==> src/rtl/ansi_parser.sv <==
// VT100/ANSI escape filter: a byte FIFO feeds a GROUND/ESC/CSI parser that passes
// plain bytes through and turns the supported CSI sequences into one-shot command records.
module ansi_parser #(
   parameter int DEPTH = 8,
   parameter int COLS  = 80,
   parameter int ROWS  = 25
) (
   input  logic       clk25,
   input  logic       rst,
   input  logic       in_wr,
   input  logic [7:0] in_data,
   output logic       chr_valid,
   output logic [7:0] chr_data,
   output logic       cmd_valid,
   output logic [2:0] cmd_op,
   output logic [7:0] cmd_a,
   output logic [4:0] cmd_b,
   input  logic       dn_ready,
   output logic       ovf
);

   // state  | meaning
   // GROUND | plain bytes pass straight through as chr records
   // ESC    | 0x1B seen, waiting for '[' to open a control sequence
   // CSI    | collecting parameters until a final byte 0x40-0x7E
   typedef enum logic [1:0] {
      ST_GROUND,
      ST_ESC,
      ST_CSI
   } state_t;

   localparam int AW = $clog2(DEPTH);
   localparam int CW = AW + 1;

   localparam logic [2:0] OP_GOTO  = 3'd0;
   localparam logic [2:0] OP_UP    = 3'd1;
   localparam logic [2:0] OP_DOWN  = 3'd2;
   localparam logic [2:0] OP_RIGHT = 3'd3;
   localparam logic [2:0] OP_LEFT  = 3'd4;
   localparam logic [2:0] OP_CLRS  = 3'd5;
   localparam logic [2:0] OP_CLRE  = 3'd6;

   localparam logic [7:0] LP_COLS = 8'(COLS);
   localparam logic [7:0] LP_ROWS = 8'(ROWS);

   logic [7:0]    r_mem [DEPTH];
   logic [AW-1:0] r_wptr;
   logic [AW-1:0] r_rptr;
   logic [CW-1:0] r_count;
   logic          r_ovf;

   state_t        r_state;
   logic [7:0]    r_p0;
   logic [7:0]    r_p1;
   logic [1:0]    r_idx;

   logic          r_chr_valid;
   logic [7:0]    r_chr_data;
   logic          r_cmd_valid;
   logic [2:0]    r_cmd_op;
   logic [7:0]    r_cmd_a;
   logic [4:0]    r_cmd_b;

   logic          w_full;
   logic          w_empty;
   logic          w_busy;
   logic          w_pop;
   logic          w_wr_ok;
   logic [7:0]    w_byte;

   logic [7:0]    w_psel;
   logic [11:0]   w_prod;
   logic [7:0]    w_acc;
   logic [7:0]    w_p0e;
   logic [7:0]    w_p1e;
   logic [7:0]    w_rowsel;
   logic [7:0]    w_colsel;
   logic [4:0]    w_row;
   logic [7:0]    w_col;

   logic          w_fin_emit;
   logic [2:0]    w_fin_op;
   logic [7:0]    w_fin_a;
   logic [4:0]    w_fin_b;

   assign w_full  = (r_count == CW'(DEPTH));
   assign w_empty = (r_count == '0);
   assign w_busy  = r_chr_valid | r_cmd_valid;
   // A pending output may be replaced in the same cycle it is accepted, keeping one byte per cycle.
   assign w_pop   = !w_empty && (!w_busy || dn_ready);
   assign w_wr_ok = in_wr && (!w_full || w_pop);
   assign w_byte  = r_mem[r_rptr];

   assign w_psel = (r_idx == 2'd0) ? r_p0 : r_p1;
   assign w_prod = 12'(w_psel) * 12'd10 + {8'd0, w_byte[3:0]};
   assign w_acc  = (w_prod > 12'd255) ? 8'hFF : w_prod[7:0];

   assign w_p0e    = (r_p0 == 8'd0) ? 8'd1 : r_p0;
   assign w_p1e    = (r_p1 == 8'd0) ? 8'd1 : r_p1;
   assign w_rowsel = (w_p0e > LP_ROWS) ? LP_ROWS : w_p0e;
   assign w_colsel = (w_p1e > LP_COLS) ? LP_COLS : w_p1e;
   assign w_row    = 5'(w_rowsel - 8'd1);
   assign w_col    = w_colsel - 8'd1;

   always_comb begin
      w_fin_emit = 1'b0;
      w_fin_op   = OP_GOTO;
      w_fin_a    = 8'd0;
      w_fin_b    = 5'd0;
      case (w_byte)
         8'h48, 8'h66: begin
            w_fin_emit = 1'b1;
            w_fin_op   = OP_GOTO;
            w_fin_a    = w_col;
            w_fin_b    = w_row;
         end
         8'h41: begin w_fin_emit = 1'b1; w_fin_op = OP_UP;    w_fin_a = w_p0e; end
         8'h42: begin w_fin_emit = 1'b1; w_fin_op = OP_DOWN;  w_fin_a = w_p0e; end
         8'h43: begin w_fin_emit = 1'b1; w_fin_op = OP_RIGHT; w_fin_a = w_p0e; end
         8'h44: begin w_fin_emit = 1'b1; w_fin_op = OP_LEFT;  w_fin_a = w_p0e; end
         8'h4A: begin w_fin_emit = (r_p0 == 8'd2); w_fin_op = OP_CLRS; end
         8'h4B: begin w_fin_emit = (r_p0 == 8'd0); w_fin_op = OP_CLRE; end
         default: ;
      endcase
   end

   always_ff @(posedge clk25) begin
      if (w_wr_ok) r_mem[r_wptr] <= in_data;
   end

   always_ff @(posedge clk25) begin
      if (rst) begin
         r_wptr  <= '0;
         r_rptr  <= '0;
         r_count <= '0;
         r_ovf   <= 1'b0;
      end else begin
         if (w_wr_ok) r_wptr <= r_wptr + 1'b1;
         if (w_pop)   r_rptr <= r_rptr + 1'b1;
         case ({w_wr_ok, w_pop})
            2'b10:   r_count <= r_count + 1'b1;
            2'b01:   r_count <= r_count - 1'b1;
            default: ;
         endcase
         if (in_wr && !w_wr_ok) r_ovf <= 1'b1;
      end
   end

   always_ff @(posedge clk25) begin
      if (rst) begin
         r_state     <= ST_GROUND;
         r_p0        <= 8'd0;
         r_p1        <= 8'd0;
         r_idx       <= 2'd0;
         r_chr_valid <= 1'b0;
         r_chr_data  <= 8'd0;
         r_cmd_valid <= 1'b0;
         r_cmd_op    <= 3'd0;
         r_cmd_a     <= 8'd0;
         r_cmd_b     <= 5'd0;
      end else if (w_pop) begin
         r_chr_valid <= 1'b0;
         r_cmd_valid <= 1'b0;
         case (r_state)
            ST_GROUND: begin
               if (w_byte == 8'h1B) begin
                  r_state <= ST_ESC;
               end else begin
                  r_chr_valid <= 1'b1;
                  r_chr_data  <= w_byte;
               end
            end
            ST_ESC: begin
               if (w_byte == 8'h5B) begin
                  r_state <= ST_CSI;
                  r_p0    <= 8'd0;
                  r_p1    <= 8'd0;
                  r_idx   <= 2'd0;
               end else if (w_byte != 8'h1B) begin
                  r_state <= ST_GROUND;
               end
            end
            ST_CSI: begin
               if (w_byte == 8'h1B) begin
                  r_state <= ST_ESC;
               end else if (w_byte == 8'h18 || w_byte == 8'h1A) begin
                  r_state <= ST_GROUND;
               end else if (w_byte < 8'h20) begin
                  r_chr_valid <= 1'b1;
                  r_chr_data  <= w_byte;
               end else if (w_byte <= 8'h2F) begin
                  r_state <= ST_CSI;
               end else if (w_byte <= 8'h39) begin
                  if (r_idx == 2'd0)      r_p0 <= w_acc;
                  else if (r_idx == 2'd1) r_p1 <= w_acc;
               end else if (w_byte == 8'h3B) begin
                  if (r_idx != 2'd2) r_idx <= r_idx + 2'd1;
               end else if (w_byte >= 8'h40 && w_byte <= 8'h7E) begin
                  r_state <= ST_GROUND;
                  if (w_fin_emit) begin
                     r_cmd_valid <= 1'b1;
                     r_cmd_op    <= w_fin_op;
                     r_cmd_a     <= w_fin_a;
                     r_cmd_b     <= w_fin_b;
                  end
               end
            end
            default: r_state <= ST_GROUND;
         endcase
      end else if (dn_ready) begin
         r_chr_valid <= 1'b0;
         r_cmd_valid <= 1'b0;
      end
   end

   assign chr_valid = r_chr_valid;
   assign chr_data  = r_chr_data;
   assign cmd_valid = r_cmd_valid;
   assign cmd_op    = r_cmd_op;
   assign cmd_a     = r_cmd_a;
   assign cmd_b     = r_cmd_b;
   assign ovf       = r_ovf;

endmodule

==> config.mk <==
export PLATFORM = sky130hd
export DESIGN_NAME = ansi_parser
export DESIGN_NICKNAME = d
export VERILOG_FILES = /design/src/rtl/ansi_parser.sv
export SDC_FILE = /design/constraint.sdc
export NUM_CORES = 1
export LEC_CHECK = 0
export CAP_MARGIN = 20
export CORE_ASPECT_RATIO = 0.75
export CORE_MARGIN = 5
export CORE_UTILIZATION = 25
export DETAILED_ROUTE_END_ITERATION = 10
export GPL_TIMING_DRIVEN = 0
export HOLD_SLACK_MARGIN = 0.08
export PLACE_DENSITY = 0.49
export SYNTH_ARGS = -nofsm -noshare
export SYNTH_HDL_FRONTEND = slang
export SYNTH_SLANG_ARGS = --single-unit
==> constraint.sdc <==
create_clock -name clk25 -period 8.7 [get_ports clk25]
set_input_delay 2.61 -clock clk25 [delete_from_list [all_inputs] [get_ports clk25]]
set_output_delay 2.61 -clock clk25 [all_outputs]
set_load 0.01 [all_outputs]
# ---- Word-level counts from Yosys, hierarchy flattened
# Memories as Yosys holds them, arrays and structs flattened. A register that Yosys moved wholly into a read port is not among the register bits.
# Cells that the tools add are included.
dict set report word_totals {
  ramBits 64
  output_inout_bits 27
  inputBits 12
  mem_count 1
  ff_bits 57
}
dict set report classes {
  n_eq_ne 42
  n_mul 1
  n_addsub 8
  bitwise_logic 7
  n_lt_le_gt_ge 8
  reduce_logical 29
  n_mux 73
}
# name depth width rd rd_ports_with_merged_regs wr line
set mem_list {}
lappend mem_list {r_mem 8 8 1 1 1 46} ;# logic [7:0] r_mem [DEPTH];
# cell n
set ops {}
lappend ops {{8-bit 2-to-1 mux} 23}
lappend ops {{8-bit by 7-bit equality test with 1-bit output, second input constant} 9}
lappend ops {{8-bit one-hot mux with 2 select lines} 4}
lappend ops {{2-bit 2-to-1 mux} 18}
lappend ops {{2-bit != test, second input constant} 16}
lappend ops {{10-bit AND reduction} 3}
lappend ops {{8-bit by 5-bit equality test with 1-bit output, second input constant} 3}
lappend ops {{1-bit 2-to-1 mux} 18}
lappend ops {{3-bit one-hot mux with 6 select lines} 1}
lappend ops {{8-bit by 6-bit <= comparator with 1-bit output, second input constant} 2}
lappend ops {{8-bit logical NOT} 2}
lappend ops {{5-bit != test, second input constant} 3}
lappend ops {{12-bit by 4-bit adder with 12-bit output} 1}
lappend ops {{12-bit by 8-bit > comparator with 1-bit output, second input constant} 1}
lappend ops {{8-bit by 3-bit multiplier with 11-bit output, second input constant} 1}
lappend ops {{5-bit 2-to-1 mux} 2}
lappend ops {{9-bit AND reduction} 1}
lappend ops {{8-bit by 2-bit equality test with 1-bit output, second input constant} 1}
lappend ops {{8-bit by 6-bit equality test with 1-bit output, second input constant} 1}
lappend ops {{8-bit by 7-bit greater-or-equal comparator with 1-bit output, second input constant} 1}
lappend ops {{8-bit by 5-bit > comparator with 1-bit output, second input constant} 1}
lappend ops {{8-bit by 7-bit > comparator with 1-bit output, second input constant} 1}
lappend ops {{8-bit by 7-bit <= comparator with 1-bit output, second input constant} 1}
lappend ops {{8-bit by 6-bit < comparator with 1-bit output, second input constant} 1}
lappend ops {{31 further kinds} 53}

# ---- Longest topological paths before layout
# Gate-level depths: netlist of run 1.
dict set report depth {
  word_depth 14
  mapped_depth 17
  mapped_depth_nobuf 15
}

# ---- Worst setup path before layout of run 1
# No wires, ideal clock.
dict set report synth_timing {
  path_kind {input to register}
  startpoint {input dn_ready}
  endpoint {register r_count[3]}
  t_arrival_ns 4.492
  required_ns 8.630
  slack_ns 4.137
  cell_stages 10
  cell_sequence {o22ai_1 -> or2_2 -> inv_1 -> ha_1 -> a21o_1 -> a21o_1 -> or4_1 -> a21oi_1 -> a31oi_1 -> a21oi_1}
}
dict set report synth_via {
  elab_chain_cells 6
  elab_cells_between_ends 8
}
# item line
set synth_rtl {}
lappend synth_rtl {{from (decl)} 18} ;# input logic dn_ready,
lappend synth_rtl {{1-bit logical OR (*)} 90} ;# assign w_pop = !w_empty && (!w_busy || dn_ready);
lappend synth_rtl {{1-bit logical AND (*)} 90}
lappend synth_rtl {{1-bit logical OR} 91} ;# assign w_wr_ok = in_wr && (!w_full || w_pop);
lappend synth_rtl {{1-bit logical AND} 91}
lappend synth_rtl {{2-bit by 1-bit equality test with 1-bit output / 2-bit equality test (equally long branches)} 140} ;# case ({w_wr_ok, w_pop})
lappend synth_rtl {{4-bit one-hot mux with 2 select lines / 2-bit nonzero test (equally long branches)} -}
lappend synth_rtl {{to (signal assigned)} 141} ;# 2'b10: r_count <= r_count + 1'b1;
lappend synth_rtl {{to (signal assigned)} 142} ;# 2'b01: r_count <= r_count - 1'b1;
lappend synth_rtl {{to (decl)} 49} ;# logic [CW-1:0] r_count;
# Mark *: on every way between the ends. The rest lies on a longest branch, timed or not.
# A chain may end at the register's enable or synchronous reset.

# ---- Worst setup path after layout of run 1
dict set report layout_timing {
  startpoint {input dn_ready}
  endpoint {register r_cmd_op[1] (netlist: cmd_op[1])}
}
dict set report layout_via {
  elab_chain_cells 3
}
# item line
set layout_rtl {}
lappend layout_rtl {{1-bit logical OR} 90}
lappend layout_rtl {{1-bit logical AND} 90}
lappend layout_rtl {{10-bit AND reduction (no line)} -}
lappend layout_rtl {{to (signal assigned)} 202} ;# r_cmd_op <= w_fin_op;
lappend layout_rtl {{to (decl)} 60} ;# logic [2:0] r_cmd_op;
# No other way between the ends.

==> run_results.csv, run 1 <==
group,metric,value,unit
detailed_routing,vias,5039,
yosys,synth.distinct_cells,87,
placement,dp_hpwl,13600,microns
timing,rsz0062_at_grt,"false",
critical_path,reg2reg_depth,15,
detailed_routing,drc,0,
detailed_routing,met1_length,10200,microns
floorplan,coreArea,26900,sq um
detailed_routing,drtIter0Drc,352,
min_path,hp-start,"cmd_b[0]$_SDFFE_PP0P_",
yosys,yosysWarnings,0,
detailed_routing,firstDrtPassIters,5,
timing,fin_crit_sh,0.570,
detailed_routing,routed_wirelength,18000,microns
critical_path,startpoint,"dn_ready",
cts,clockRootBuffer,"clkbuf_16",
timing,hold_viol,0,
cts,path_clk_slew,0.06,ns
run_status,outcome,"finished clean",
timing,clock-skew-final,0.00919,ns
yosys,syn_area,6810,sq um
critical_path,r2r-start,"r_idx[0]$_SDFFE_PP0P_",
cts,insertion_delay,0.42,ns
cts,cts.sinks,124,
detailed_routing,dr_wl_met2,6740,microns
timing,relSlewSlack,0.345,
detailed_routing,top_layer,"met4",
yosys,synth_seq_cells,124,
floorplan,start_util,0.253,
floorplan,fp.dieH,153,microns
floorplan,die_w,201,microns
timing,setup_violations,0,
cts,cts_tree,"yes",
detailed_routing,wire_per_inst,17.0,microns
power,pwr_density_cell,239,nW/um^2
global_routing,antenna_found_initial,0,
layout,ff_latch_area,3120,sq um
timing,timing.fmax,0.202,GHz
placement,io_buffers,38,
yosys,syn_area_per_cell,10.8,sq um
yosys,synth_top_area_frac,0.282,
global_routing,grt_pass1_wl,28300,microns
power,leakage,2.90,nW
flow_run,max-cap-violations,0,
timing,worstMarginPinSlew,0.979,ns
global_routing,grt_max_degree,17,
timing,min_period,4.96,ns
global_routing,track_usage,0.118,
cts,post_cts_resized,0,
cts,cts_buffer_depth,2,
layout,multi_input_area,3480,sq um
min_path,min_path_type,"reg -> reg",
timing,slew_viol_final,0,
detailed_routing,drtAntennaViolNets,0,
critical_path,end_kind,"flip-flop",
layout,drive_above_1_share,0.153,
detailed_routing,vias_per_cell,4.78,
floorplan,ios,39,
global_routing,grt_pass1_vias,4786,
placement,gp_congestion,0.807,
layout,final_net_count,727,
cts,numCtsBuffers,17,
global_routing,globalRouteOverflowTotal,0,
detailed_routing,routed-wl-met3,766,microns
min_path,hold-path-cell-count,2,
critical_path,critPathLaunchType,"primary input",
floorplan,row_count,52,
critical_path,critPathMaxFanout,7,
layout,fillers,2805,
power,vdd_ir_drop_max,0.158,mV
layout,area_delta_synth_final,20.4,%
yosys,async_reset_ff_frac,0,
yosys,syn_nets,668,
timing,whs,0.456,ns
yosys,synthFlopType,"edfxtp_1",
yosys,synth_area_leader_cell,"edfxtp_1",
critical_path,cp.required,9.06,ns
cts,htreeDepth,4,
yosys,synth_edf_count,64,
cts,cts_hold_buffers,0,
critical_path,crit_arrival,5.32,ns
yosys,synth_cells,632,
timing,fin_setup_tns,0,ns
floorplan,die_area,30700,sq um
layout,antennaDiodeCount,0,
cts,post-cts-setup-buffer-count,0,
yosys,synth_area_leaders,"edfxtp_1, dfxtp_1, mux2i_1",
yosys,yosysSeqAreaShare,0.459,
critical_path,path_class,"in -> reg",
[synthesized netlist by cell type, types with 7 or more instances]
cell type / count
a21oi_1: 25
a22o_1: 17
clkbuf_1: 8
dfxtp_1: 60
edfxtp_1: 64
ha_1: 21
inv_1: 18
mux2_2: 16
mux2i_1: 28
mux4_2: 9
nand2_1: 49
nand2b_1: 8
nand3_1: 34
nor2_1: 59
nor2b_1: 9
nor3_1: 21
o21ai_0: 19
o22ai_1: 7
xnor2_1: 11
xor2_1: 11
[worst max-delay path, stage by stage]
cell             delay [ns]
clkdlybuf4s50_1        0.53
nor2_1                 0.12
nor2_1                 0.57
nand2_1                0.10
nor2_1                 0.29
o211ai_4               0.17
a2111oi_0              0.75
a31o_1                 0.17
[final timing paths]
kind | end | slack (ns)
worst max-delay path | cmd_op[1]$_SDFFE_PP0P_ | 3.74
worst min-delay path | cmd_b[0]$_SDFFE_PP0P_ | 0.46
worst max register to register | r_p0[6]$_SDFFE_PP0P_ | 4.09
worst min register to register | cmd_b[0]$_SDFFE_PP0P_ | 0.46
[per-layer routing]
metal,vias up,track usage
met1,2423,0.189
met3,14,0.0313
met4,0,0.0324
met5,-,0
li1,2501,-
met2,101,0.151
[state kept, by name, indices dropped and copies added, names as in the netlist, 4 cells and up, named ones only]
name / cells
r_mem: 64
chr_data: 8
cmd_a: 8
r_p0: 8
r_p1: 8
cmd_b: 5
r_count: 4
[cell type report]
type / count / area share
timing repair buffer: 40 / 0.0487
buffer: 22 / 0.0174
inverter: 22 / 0.0101
clock buffer: 17 / 0.0519
clock inverter: 15 / 0.0122
multi-input combinational: 464 / 0.425
tap: 351 / 0.0536
sequential: 124 / 0.381
[report_power, final]
group | total [mW] | internal (mW) | leakage (nW) | switching, mW
combinational | 0.631 | 0.247 | 1.58 | 0.384
sequential | 0.697 | 0.663 | 1.07 | 0.0347
clock | 0.627 | 0.360 | 0.245 | 0.266
total | 1.96 | 1.27 | 2.90 | 0.685
[per-stage QoR]
stage / total power [mW] / util / area (sq um) / cells / setup slack (ns)
after floorplan: 1.14 / - / 6810 / 632 / 4.14
after global placement: 1.33 / 0.283 / 7630 / 1021 / 2.95
after detailed placement: 1.34 / 0.285 / 7670 / 1023 / 3.32
after CTS: 1.97 / 0.304 / 8200 / 1055 / 3.75
after global routing: 2.06 / 0.304 / 8200 / 1055 / 3.51
final: 1.96 / 0.304 / 8200 / 1055 / 3.74
[cells in the final DEF, fill, tap and decap left out, types with 7 or more instances in the layout]
master	netlist	routed
nand2_1	49	49
nand3_1	34	34
clkbuf_1	8	8
ha_1	21	21
xnor2_1	11	11
edfxtp_1	64	64
a21oi_1	25	25
nor3_1	21	17
o22ai_1	7	7
clkbuf_16	0	17
nand2b_1	8	8
inv_1	18	18
nor2_1	59	59
mux2i_1	28	28
buf_6	6	7
o21ai_0	19	19
a22o_1	17	17
dfxtp_1	60	60
clkdlybuf4s50_1	0	38
nor2b_1	9	9
mux2_2	16	16
mux4_2	9	9
xor2_1	11	11
[logic make-up (layout without fill, tap and decap cells)]
family                   Yosys count  in the layout  synth area share
AND/OR/NAND/NOR                  238            238             0.193
AO/OA/AOI/OAI                    124            124             0.135
flip-flops                       124            124             0.459
multiplexers                      56             56             0.105
buffers and inverters             44            116            0.0331
adder cells (fa/ha/maj)           24             24            0.0474
XOR/XNOR                          22             22            0.0283
(Power assumes the default switching activity.)
==> inputs of run 2 (changes only) <==
clock period = 4.6 ns   (was 8.7 ns; I/O delays follow)
==> run_results.csv, run 2 (same netlist as run 1, synthesis figures left out) <==
group,metric,value,unit
run_status,outcome,"finished clean",
detailed_routing,drc,0,
placement,gp_congestion,0.807,
detailed_routing,drtIter0Drc,344,
layout,area_delta_synth_final,20.6,%
floorplan,start_util,0.253,
layout,layout.cells.non_filler,1055,
critical_path,crit_arrival,4.57,ns
critical_path,crit_path_frequent_cell,"ha_1",
timing,clock-skew-final,0.00847,ns
timing,slew_viol_final,0,
flow_run,max-cap-violations,0,
detailed_routing,firstDrtPassIters,5,
cts,post-cts-setup-buffer-count,0,
timing,setup_violations,0,
power,vdd_ir_drop_max,0.300,mV
floorplan,row_count,52,
critical_path,critPathLaunchType,"flip-flop",
layout,fillers,2806,
critical_path,cpLargestDelayFamily,"compound AO/OA/AOI/OAI gates",
layout,final_common_cell,"edfxtp_1",
cts,cts.sinks,124,
critical_path,slowest_delay,0.43,ns
global_routing,grt_pass1_wl,28300,microns
power,pwr_density_cell,450,nW/um^2
detailed_routing,routed_wirelength,18000,microns
cts,path_clk_slew,0.06,ns
power,p_int,2.40,mW
layout,antennaDiodeCount,0,
critical_path,crit_path_top_delay_cell,"mux2i_1",
timing,timing.fmax,0.235,GHz
min_path,min_path_type,"reg -> reg",
floorplan,die_w,201,microns
power,switching_share,0.350,
global_routing,antenna_found_initial,0,
detailed_routing,wire_per_inst,17.0,microns
critical_path,critPathMaxFanout,10,
power,power_switching,1.29,mW
power,pwr-share-seq,0.357,
layout,ff_latch_area,3120,sq um
timing,rsz0062_at_grt,"false",
critical_path,path_class,"reg -> reg",
floorplan,coreArea,26900,sq um
cts,numCtsBuffers,17,
layout,mostFrequentLayoutCells,"edfxtp_1, dfxtp_1, nor2_1",
global_routing,track_usage,0.118,
power,leakage,2.89,nW
cts,cts_buffer_depth,2,
cts,clockRootBuffer,"clkbuf_16",
critical_path,end_kind,"flip-flop",
layout,regMostFlops,"r_mem",
floorplan,die_area,30700,sq um
layout,final_net_count,727,
detailed_routing,vias_per_cell,4.76,
global_routing,globalRouteOverflowTotal,0,
detailed_routing,vias,5027,
global_routing,grt_pass1_vias,4786,
cts,insertion_delay,0.42,ns
timing,hold_viol,0,
cts,htreeDepth,4,
floorplan,ios,39,
timing,fin_setup_tns,0,ns
timing,relSlewSlack,0.339,
timing,min_period,4.26,ns
timing,worstMarginPinSlew,0.988,ns
global_routing,grt_max_degree,17,
detailed_routing,drtAntennaViolNets,0,
placement,dp_cells,1023,
layout,multi_input_area,3500,sq um
floorplan,fp.dieH,153,microns
power,p_clk_frac,0.321,
critical_path,rrSetupSlack,0.34,ns
placement,io_buffers,38,
layout,largest_reg_flops,64,
timing,fin_crit_sh,0.925,
power,comb_power_share,0.322,
placement,dp_hpwl,13600,microns
cts,cts_tree,"yes",
critical_path,cp.required,4.92,ns
critical_path,crit_chain,"inv_1 > ha_1 > buf_2 > mux2i_1 > inv_1 > ha_1 > ha_1 > fa_1 > a211oi_1 > or3_1 > a21oi_1 > nor4b_2 > a32oi_1 > o21ai_2 > o21ai_0 > a22o_1",
critical_path,worst-path-buf-inv,3,
layout,drive_above_1_share,0.158,
-- run 2: cell types whose count changed in the layout (fill, tap and decap cells not counted) --
| cell | before | now |
|---|---|---|
| mux2i_1 | 28 | 27 |
| o21ai_1 | 1 | 0 |
| o21ai_2 | 1 | 2 |
| a211oi_2 | 1 | 2 |
| mux2i_2 | 0 | 1 |
| a211oi_1 | 6 | 5 |
-- run 2: final timing paths --
check	cells past startpoint	startpoint	end
max reg2reg	16	r_idx[0]$_SDFFE_PP0P_	r_p0[6]$_SDFFE_PP0P_
min reg2reg	2	cmd_b[0]$_SDFFE_PP0P_	cmd_b[0]$_SDFFE_PP0P_
min	2	cmd_b[0]$_SDFFE_PP0P_	cmd_b[0]$_SDFFE_PP0P_
max	16	r_idx[0]$_SDFFE_PP0P_	r_p0[6]$_SDFFE_PP0P_
-- run 2: per-layer routing --
layer | global-route usage | part of all wire | routed length (microns)
met5 | 0 | 0 | 0
met4 | 0.0324 | 0.012 | 216
met3 | 0.0313 | 0.049 | 888
met2 | 0.151 | 0.38 | 6740
met1 | 0.189 | 0.56 | 10100
-- run 2: power groups by stage --
stage	Sequential, mW	Combinational, mW	Clock (mW)
after detailed placement	1.34	1.19	0
after global placement	1.34	1.18	0
final	1.32	1.19	1.19
after global routing	1.33	1.31	1.26
after CTS	1.32	1.20	1.21
after floorplan	1.34	0.807	0
-- run 2: through the flow --
stage / util / worst slack [ns] / instance area, sq um / power (mW) / hold WS [ns]
after floorplan: - / 0.894 / 6810 / 2.15 / 0.449
after global placement: 0.283 / 0.0502 / 7630 / 2.52 / 0.447
after detailed placement: 0.285 / 0.0108 / 7670 / 2.53 / 0.453
after CTS: 0.304 / 0.202 / 8200 / 3.73 / 0.461
after global routing: 0.305 / 0.111 / 8210 / 3.90 / 0.468
final: 0.305 / 0.344 / 8210 / 3.69 / 0.456
-- run 2: tightest hold or removal path: cells and delay by family, from the launching register on --
kind             cells  cell delay, ns
AND/OR/NAND/NOR      2            0.10
flip-flops           1            0.31
-- run 2: layout make-up --
| type | count | area share |
|---|---|---|
| well taps | 351 | 0.0535 |
| plain buffers | 22 | 0.0174 |
| clock inverters | 15 | 0.0122 |
| multi-input cells | 464 | 0.426 |
| flip-flops and latches | 124 | 0.380 |
| clock buffers | 17 | 0.0518 |
| inverters | 22 | 0.0101 |
| repair buffers | 40 | 0.0486 |
-- run 2: timing repair --
action | CTS | global route
resized for setup | 1 | 2
hold buffers | 0 | 0
endpoints found under the setup margin | 1 | 16
